--- src/rtl/rca_lsu_arbiter.sv ---
// ---------------------------------------------------------------------------
// rca_lsu_arbiter
//
// Shares a single LSU between the scalar core and the RCA load/store queue.
// The core owns the LSU by default. When the RCA asserts rca_lsu_lock, the
// arbiter stops accepting core requests and waits for every in-flight core
// load to write back. It then hands the LSU to the RCA until the lock drops
// and the RCA's own loads have drained.
//
// Load writebacks return in order. A small tag FIFO records who issued each
// accepted load (0 = core, 1 = RCA). The head tag steers each lsu_wb_valid
// to the right requester in the same cycle.
//
// Ports
//   clk, rst                  clock; asynchronous active-low reset
//   core_* (in)               core request: valid, rs1, rs2, fn3, load, store
//   core_ready (out)          core request accepted this cycle
//   rca_* (in)                RCA request: valid, rs1, rs2, fn3, load, store
//   rca_lsu_lock (in)         RCA asks for exclusive LSU ownership
//   rca_ready (out)           RCA request accepted this cycle
//   lsu_* (out)               request forwarded to the LSU
//   lsu_ready, lsu_wb_* (in)  LSU handshake and load writeback
//   core_wb_*, rca_wb_* (out) routed writeback
//   owner (out)               0 IDLE, 1 CORE, 2 DRAIN_CORE, 3 RCA
// ---------------------------------------------------------------------------
module rca_lsu_arbiter #(
  parameter int XLEN            = 32,
  parameter int MAX_OUTSTANDING = 4
) (
  input  logic            clk,
  input  logic            rst,
  // core request
  input  logic            core_new_request,
  input  logic [XLEN-1:0] core_rs1,
  input  logic [XLEN-1:0] core_rs2,
  input  logic [2:0]      core_fn3,
  input  logic            core_load,
  input  logic            core_store,
  output logic            core_ready,
  // RCA request
  input  logic            rca_new_request,
  input  logic [XLEN-1:0] rca_rs1,
  input  logic [XLEN-1:0] rca_rs2,
  input  logic [2:0]      rca_fn3,
  input  logic            rca_load,
  input  logic            rca_store,
  input  logic            rca_lsu_lock,
  output logic            rca_ready,
  // LSU side
  output logic            lsu_new_request,
  output logic [XLEN-1:0] lsu_rs1,
  output logic [XLEN-1:0] lsu_rs2,
  output logic [2:0]      lsu_fn3,
  output logic            lsu_load,
  output logic            lsu_store,
  input  logic            lsu_ready,
  input  logic            lsu_wb_valid,
  input  logic [XLEN-1:0] lsu_wb_data,
  // writeback routing
  output logic            core_wb_valid,
  output logic [XLEN-1:0] core_wb_data,
  output logic            rca_wb_valid,
  output logic [XLEN-1:0] rca_wb_data,
  output logic [1:0]      owner
);

  localparam int PTR_W = $clog2(MAX_OUTSTANDING);
  localparam int CNT_W = PTR_W + 1;

  typedef enum logic [1:0] {
    ST_IDLE       = 2'd0,
    ST_CORE       = 2'd1,
    ST_DRAIN_CORE = 2'd2,
    ST_RCA        = 2'd3
  } state_e;

  state_e                     state_q, state_d;
  logic [PTR_W-1:0]           wr_ptr_q, wr_ptr_d;
  logic [PTR_W-1:0]           rd_ptr_q, rd_ptr_d;
  logic [CNT_W-1:0]           count_q, count_d;
  logic [MAX_OUTSTANDING-1:0] tag_q;

  logic full, empty, sel_rca, push, pop, head_tag;

  assign full    = (count_q == CNT_W'(MAX_OUTSTANDING));
  assign empty   = (count_q == '0);
  assign sel_rca = (state_q == ST_RCA);

  // The handshakes are gated with rst so that they stay low while reset is
  // held, even if lsu_ready and the requests are already high.
  assign core_ready = rst & lsu_ready & ~full & ~rca_lsu_lock &
                      ((state_q == ST_IDLE) | (state_q == ST_CORE));
  assign rca_ready  = rst & lsu_ready & ~full & sel_rca;

  assign lsu_new_request = (core_new_request & core_ready) |
                           (rca_new_request  & rca_ready);

  assign lsu_rs1   = sel_rca ? rca_rs1   : core_rs1;
  assign lsu_rs2   = sel_rca ? rca_rs2   : core_rs2;
  assign lsu_fn3   = sel_rca ? rca_fn3   : core_fn3;
  assign lsu_load  = sel_rca ? rca_load  : core_load;
  assign lsu_store = sel_rca ? rca_store : core_store;

  // Only loads expect a writeback, so only they take a tag. A writeback with
  // no tag in the FIFO is stray and is dropped.
  assign push     = lsu_new_request & lsu_load;
  assign pop      = rst & lsu_wb_valid & ~empty;
  assign head_tag = tag_q[rd_ptr_q];

  assign core_wb_valid = pop & ~head_tag;
  assign rca_wb_valid  = pop & head_tag;
  assign core_wb_data  = lsu_wb_data;
  assign rca_wb_data   = lsu_wb_data;
  assign owner         = state_q;

  // Tag storage: each entry is written only when the write pointer selects it.
  for (genvar gi = 0; gi < MAX_OUTSTANDING; gi++) begin : g_tag
    always_ff @(posedge clk or negedge rst) begin
      if (!rst) begin
        tag_q[gi] <= 1'b0;
      end else if (push && (wr_ptr_q == PTR_W'(gi))) begin
        tag_q[gi] <= sel_rca;
      end
    end
  end

  // Next state and FIFO bookkeeping
  always_comb begin
    state_d  = state_q;
    wr_ptr_d = wr_ptr_q;
    rd_ptr_d = rd_ptr_q;
    count_d  = count_q;

    unique case (state_q)
      ST_IDLE: begin
        if (rca_lsu_lock) begin
          state_d = empty ? ST_RCA : ST_DRAIN_CORE;
        end else if (core_new_request) begin
          state_d = ST_CORE;
        end
      end
      ST_CORE: begin
        if (rca_lsu_lock) begin
          state_d = ST_DRAIN_CORE;
        end
      end
      ST_DRAIN_CORE: begin
        if (empty) begin
          state_d = ST_RCA;
        end
      end
      ST_RCA: begin
        // Keep RCA ownership until its own loads have come back, so that
        // the core never sees an RCA writeback.
        if (!rca_lsu_lock && empty) begin
          state_d = ST_IDLE;
        end
      end
      default: state_d = ST_IDLE;
    endcase

    // Pointers are exactly PTR_W bits wide, so they wrap naturally.
    if (push) begin
      wr_ptr_d = wr_ptr_q + PTR_W'(1);
    end
    if (pop) begin
      rd_ptr_d = rd_ptr_q + PTR_W'(1);
    end
    unique case ({push, pop})
      2'b10:   count_d = count_q + CNT_W'(1);
      2'b01:   count_d = count_q - CNT_W'(1);
      default: count_d = count_q;
    endcase
  end

  always_ff @(posedge clk or negedge rst) begin
    if (!rst) begin
      state_q  <= ST_IDLE;
      wr_ptr_q <= '0;
      rd_ptr_q <= '0;
      count_q  <= '0;
    end else begin
      state_q  <= state_d;
      wr_ptr_q <= wr_ptr_d;
      rd_ptr_q <= rd_ptr_d;
      count_q  <= count_d;
    end
  end

endmodule

--- config.mk ---
export PLATFORM = sky130hd
export DESIGN_NAME = rca_lsu_arbiter
export DESIGN_NICKNAME = d
export VERILOG_FILES = /design/src/rtl/rca_lsu_arbiter.sv
export SDC_FILE = /design/constraint.sdc
export NUM_CORES = 1
export LEC_CHECK = 0
export CORE_AREA = 5 5 118 120
export CTS_CLUSTER_DIAMETER = 100
export DETAILED_ROUTE_END_ITERATION = 12
export DIE_AREA = 0 0 123 125
export PLACE_DENSITY = 0.66
export SYNTH_ARGS = -nofsm -noshare
export SYNTH_HDL_FRONTEND = slang
export SYNTH_SLANG_ARGS = --single-unit
--- constraint.sdc ---
create_clock -name clk -period 2.4 [get_ports clk]
set_input_delay 0.36 -clock clk [delete_from_list [all_inputs] [get_ports clk]]
set_output_delay 0.36 -clock clk [all_outputs]
set_load 0.02 [all_outputs]
==> flow_summary.json <==
{
  "run_status": "finished clean",
  "dp_hpwl_mm": 8.05,
  "min_path_cells": 1,
  "die_height_um": 125,
  "critPathMaxFanout": 30,
  "synth_most_common_cell": "sky130_fd_sc_hd__mux2_2",
  "ys_types": 26,
  "final_layout_size_suffix_gt1_share_pct": 26.4,
  "critical_path.endpoint_type": "output port",
  "initial_core_util_pct": 16.9,
  "cts_hold_buf": 0,
  "synthDominantAreaCellType": "sky130_fd_sc_hd__mux2_2",
  "cts_buffer_count": 3,
  "final_min_period_over_clock_period_pct": 97.7,
  "total_gr_overflow": 0,
  "cts_sinks": 13,
  "clk_pin_slew_worst_paths_ns": 0.04,
  "n_fill_cell": 1342,
  "antennaDiodeCount": 0,
  "pin_count_of_the_biggest_net_entering_global_routing": 44,
  "cts_tree": "built",
  "dr.pass1.iters": 4,
  "finClkSkew_ns": 0.00153,
  "cp_data_required_time_ns": 2.04,
  "crit-reg2reg-capture": "count_q[2]",
  "clkLatencyLatePin_ns": 0.24,
  "hold_path.class": "register to register",
  "crit_chain": "ha_4 > buf_12 > mux2_2 > clkdlybuf4s50_1",
  "cell_at_the_root_of_the_clock_tree": "sky130_fd_sc_hd__clkbuf_16",
  "routed_wire_length_per_instance_um": 16.6,
  "grt_pass1_wl_mm": 13.3,
  "edff_count_synth": 0,
  "drt_iter0_drc": 30,
  "clock.fmax_ghz": 0.426,
  "min_to": "rd_ptr_q[1]",
  "p_per_area_nw_per_um2": 821,
  "rrSetupSlack_ns": 0.11,
  "gp_congestion": 0.877,
  "synth_async_sr_flop_share_pct": 100,
  "start_kind": "register",
  "postSynthNetCount": 408,
  "syn_inst": 220,
  "grtUsageTotal_pct": 11.1,
  "worstRegToRegCells": 12,
  "synth_seq_cells": 13,
  "die-width_um": 123,
  "min_from": "rd_ptr_q[1]",
  "syn2layout_area_growth_pct": 97.3,
  "rows": 42,
  "endpoint_arrival_time_on_the_critical_path_ns": 1.99,
  "synth_sequential_area_ratio_pct": 15.0,
  "max-vdd-ir-drop_uv": 616,
  "critical_path_class": "register to output port",
  "synth-warning-count": 0,
  "timing.final.hold_violations": 0,
  "finalSetupTns_ns": 0,
  "io-pin-count": 317,
  "tightestPinTransition_ns": 0.381,
  "leakagePower_nw": 1.90,
  "drtAntennaViolNets": 0,
  "ctsHtreeMaxLevel": 1,
  "synth_top_cells_by_area": "sky130_fd_sc_hd__mux2_2, sky130_fd_sc_hd__buf_4, sky130_fd_sc_hd__dfrtp_1",
  "fin_total_pwr_mw": 3.52,
  "timing.final.crit_period_ns": 2.35,
  "core-area_um2": 12900,
  "drc": 0,
  "ys_top_cells_by_count": "sky130_fd_sc_hd__mux2_2, sky130_fd_sc_hd__buf_4, sky130_fd_sc_hd__dfrtp_1",
  "antenna_found_initial": 0,
  "max_cap_viol": 0,
  "wirelength_mm": 9.33,
  "synth_top_flop_cell": "sky130_fd_sc_hd__dfrtp_1",
  "yosys.area.top_type_share_pct": 37.3,
  "worst_max_slew_margin_expressed_relative_to_the_limit_pct": 74.5,
  "max_stage_delay_ns": 0.54,
  "postSynthAreaPerCell_um2": 9.87,
  "routed-via-count": 2117,
  "worst_path_max_delay_cell": "sky130_fd_sc_hd__clkdlybuf4s50_1",
  "grt_pass1_vias": 2323,
  "setup_viol": 0,
  "clockBufferDepth": 2,
  "floorplan.die_area_um2": 15400,
  "regToRegStartpoint": "owner[0]",
  "netlist_area_before_placement_um2": 2170,
  "vias_per_inst": 3.77,
  "finalMaxSlewViolations": 0,
  "placement.io_buffers": 220,
  "finalNetCount": 575,
  "rsz_0062_raised_after_global_routing": "true"
}
timing repair:
action / in CTS / in global routing
buffers inserted: 0 / 2
endpoints found under the setup margin: 48 / 26
gates resized for setup: 48 / 23
pin swaps: 0 / 3
layout make-up:
| type | instances | area, um2 | area share (%) |
|---|---|---|---|
| timing repair buffer | 234 | 2320 | 54.1 |
| inverter | 12 | 45.0 | 1.05 |
| sequential | 13 | 328 | 7.65 |
| clock buffer | 4 | 78.8 | 1.84 |
| tap | 176 | 220 | 5.14 |
| multi-input combinational | 123 | 1290 | 30.2 |
sequential cells by signal, indices dropped and copies added (netlist names):
register and count:
count_q 3, owner 2, rd_ptr_q 2, tag_q 4, wr_ptr_q 2
routing by layer:
layer	vias to the layer above	global-route usage (%)	routed length [um]
met3	20	2.26	729
met1	973	14.3	3930
li1	1014	-	-
met5	-	0	0
met4	0	3.13	153
met2	110	18.6	4520
metrics by stage:
step	instances	setup slack [ns]	util [%]	cell area (um2)	hold WS (ns)
5_1_grt	562	-0.0415	33.3	4280	0.521
6_report	562	0.0545	33.3	4280	0.497
2_1_floorplan	220	0.00637	-	2170	0.0644
3_5_place_dp	556	-0.0355	32.6	4200	0.485
4_1_cts	560	0.00153	32.8	4220	0.496
3_3_place_gp	556	0.0117	32.6	4200	0.474
report_power, final:
| part | leakage (nW) | internal [mW] | switching, mW |
|---|---|---|---|
| Clock | 0.0382 | 0.224 | 0.0940 |
| Sequential | 0.157 | 0.329 | 0.113 |
| Combinational | 1.71 | 1.43 | 1.33 |
worst max-delay path, delay by kind of cell, from the launching register on:
kind	cells	cell delay [ns]
buf+inv	2	0.75
mux	1	0.35
flops	1	0.40
fa+ha+maj	1	0.23
placed cells by master (no fill, tap or decap), types with 2 or more instances in the layout:
cell type / n
sky130_fd_sc_hd__dfrtp_2: 2
sky130_fd_sc_hd__dfrtp_1: 11
sky130_fd_sc_hd__dlygate4sd2_1: 47
sky130_fd_sc_hd__mux2i_1: 4
sky130_fd_sc_hd__nor2_1: 4
sky130_fd_sc_hd__inv_1: 11
sky130_fd_sc_hd__buf_12: 2
sky130_fd_sc_hd__clkbuf_16: 3
sky130_fd_sc_hd__mux2_2: 72
sky130_fd_sc_hd__buf_4: 12
sky130_fd_sc_hd__nand3_1: 2
sky130_fd_sc_hd__nor3_1: 4
sky130_fd_sc_hd__clkdlybuf4s50_1: 153
sky130_fd_sc_hd__xnor2_1: 5
sky130_fd_sc_hd__mux2_4: 2
sky130_fd_sc_hd__dlymetal6s2s_1: 19
sky130_fd_sc_hd__nand2_1: 6
sky130_fd_sc_hd__o21ai_0: 2
sky130_fd_sc_hd__ha_1: 9
how the worst max path moves through the flow:
| stage | startpoint | to | cells past startpoint |
|---|---|---|---|
| 6_report | owner[0] | lsu_rs2[12] | 4 |
| 3_3_place_gp | rca_lsu_lock | count_q[2] | 11 |
| 3_5_place_dp | rca_lsu_lock | count_q[2] | 11 |
| 4_1_cts | owner[0] | lsu_rs2[6] | 4 |
| 2_1_floorplan | owner[0] | count_q[2] | 12 |
| 5_1_grt | owner[0] | count_q[2] | 12 |
cell families (layout without fill, tap and decap cells):
kind of cell               Yosys count  in the layout  share of synthesized area (%)
adders and majority gates           11             11                           6.69
muxes                               79             79                           41.6
AOI/OAI and AO/OA                    7              7                           3.40
xor gates and xnor gates             6              6                           2.42
and+or+nand+nor                     20             20                           4.84
buffers and inverters               84            250                           26.1
DFF                                 13             13                           15.0
Power figures use the tool's default switching activity.
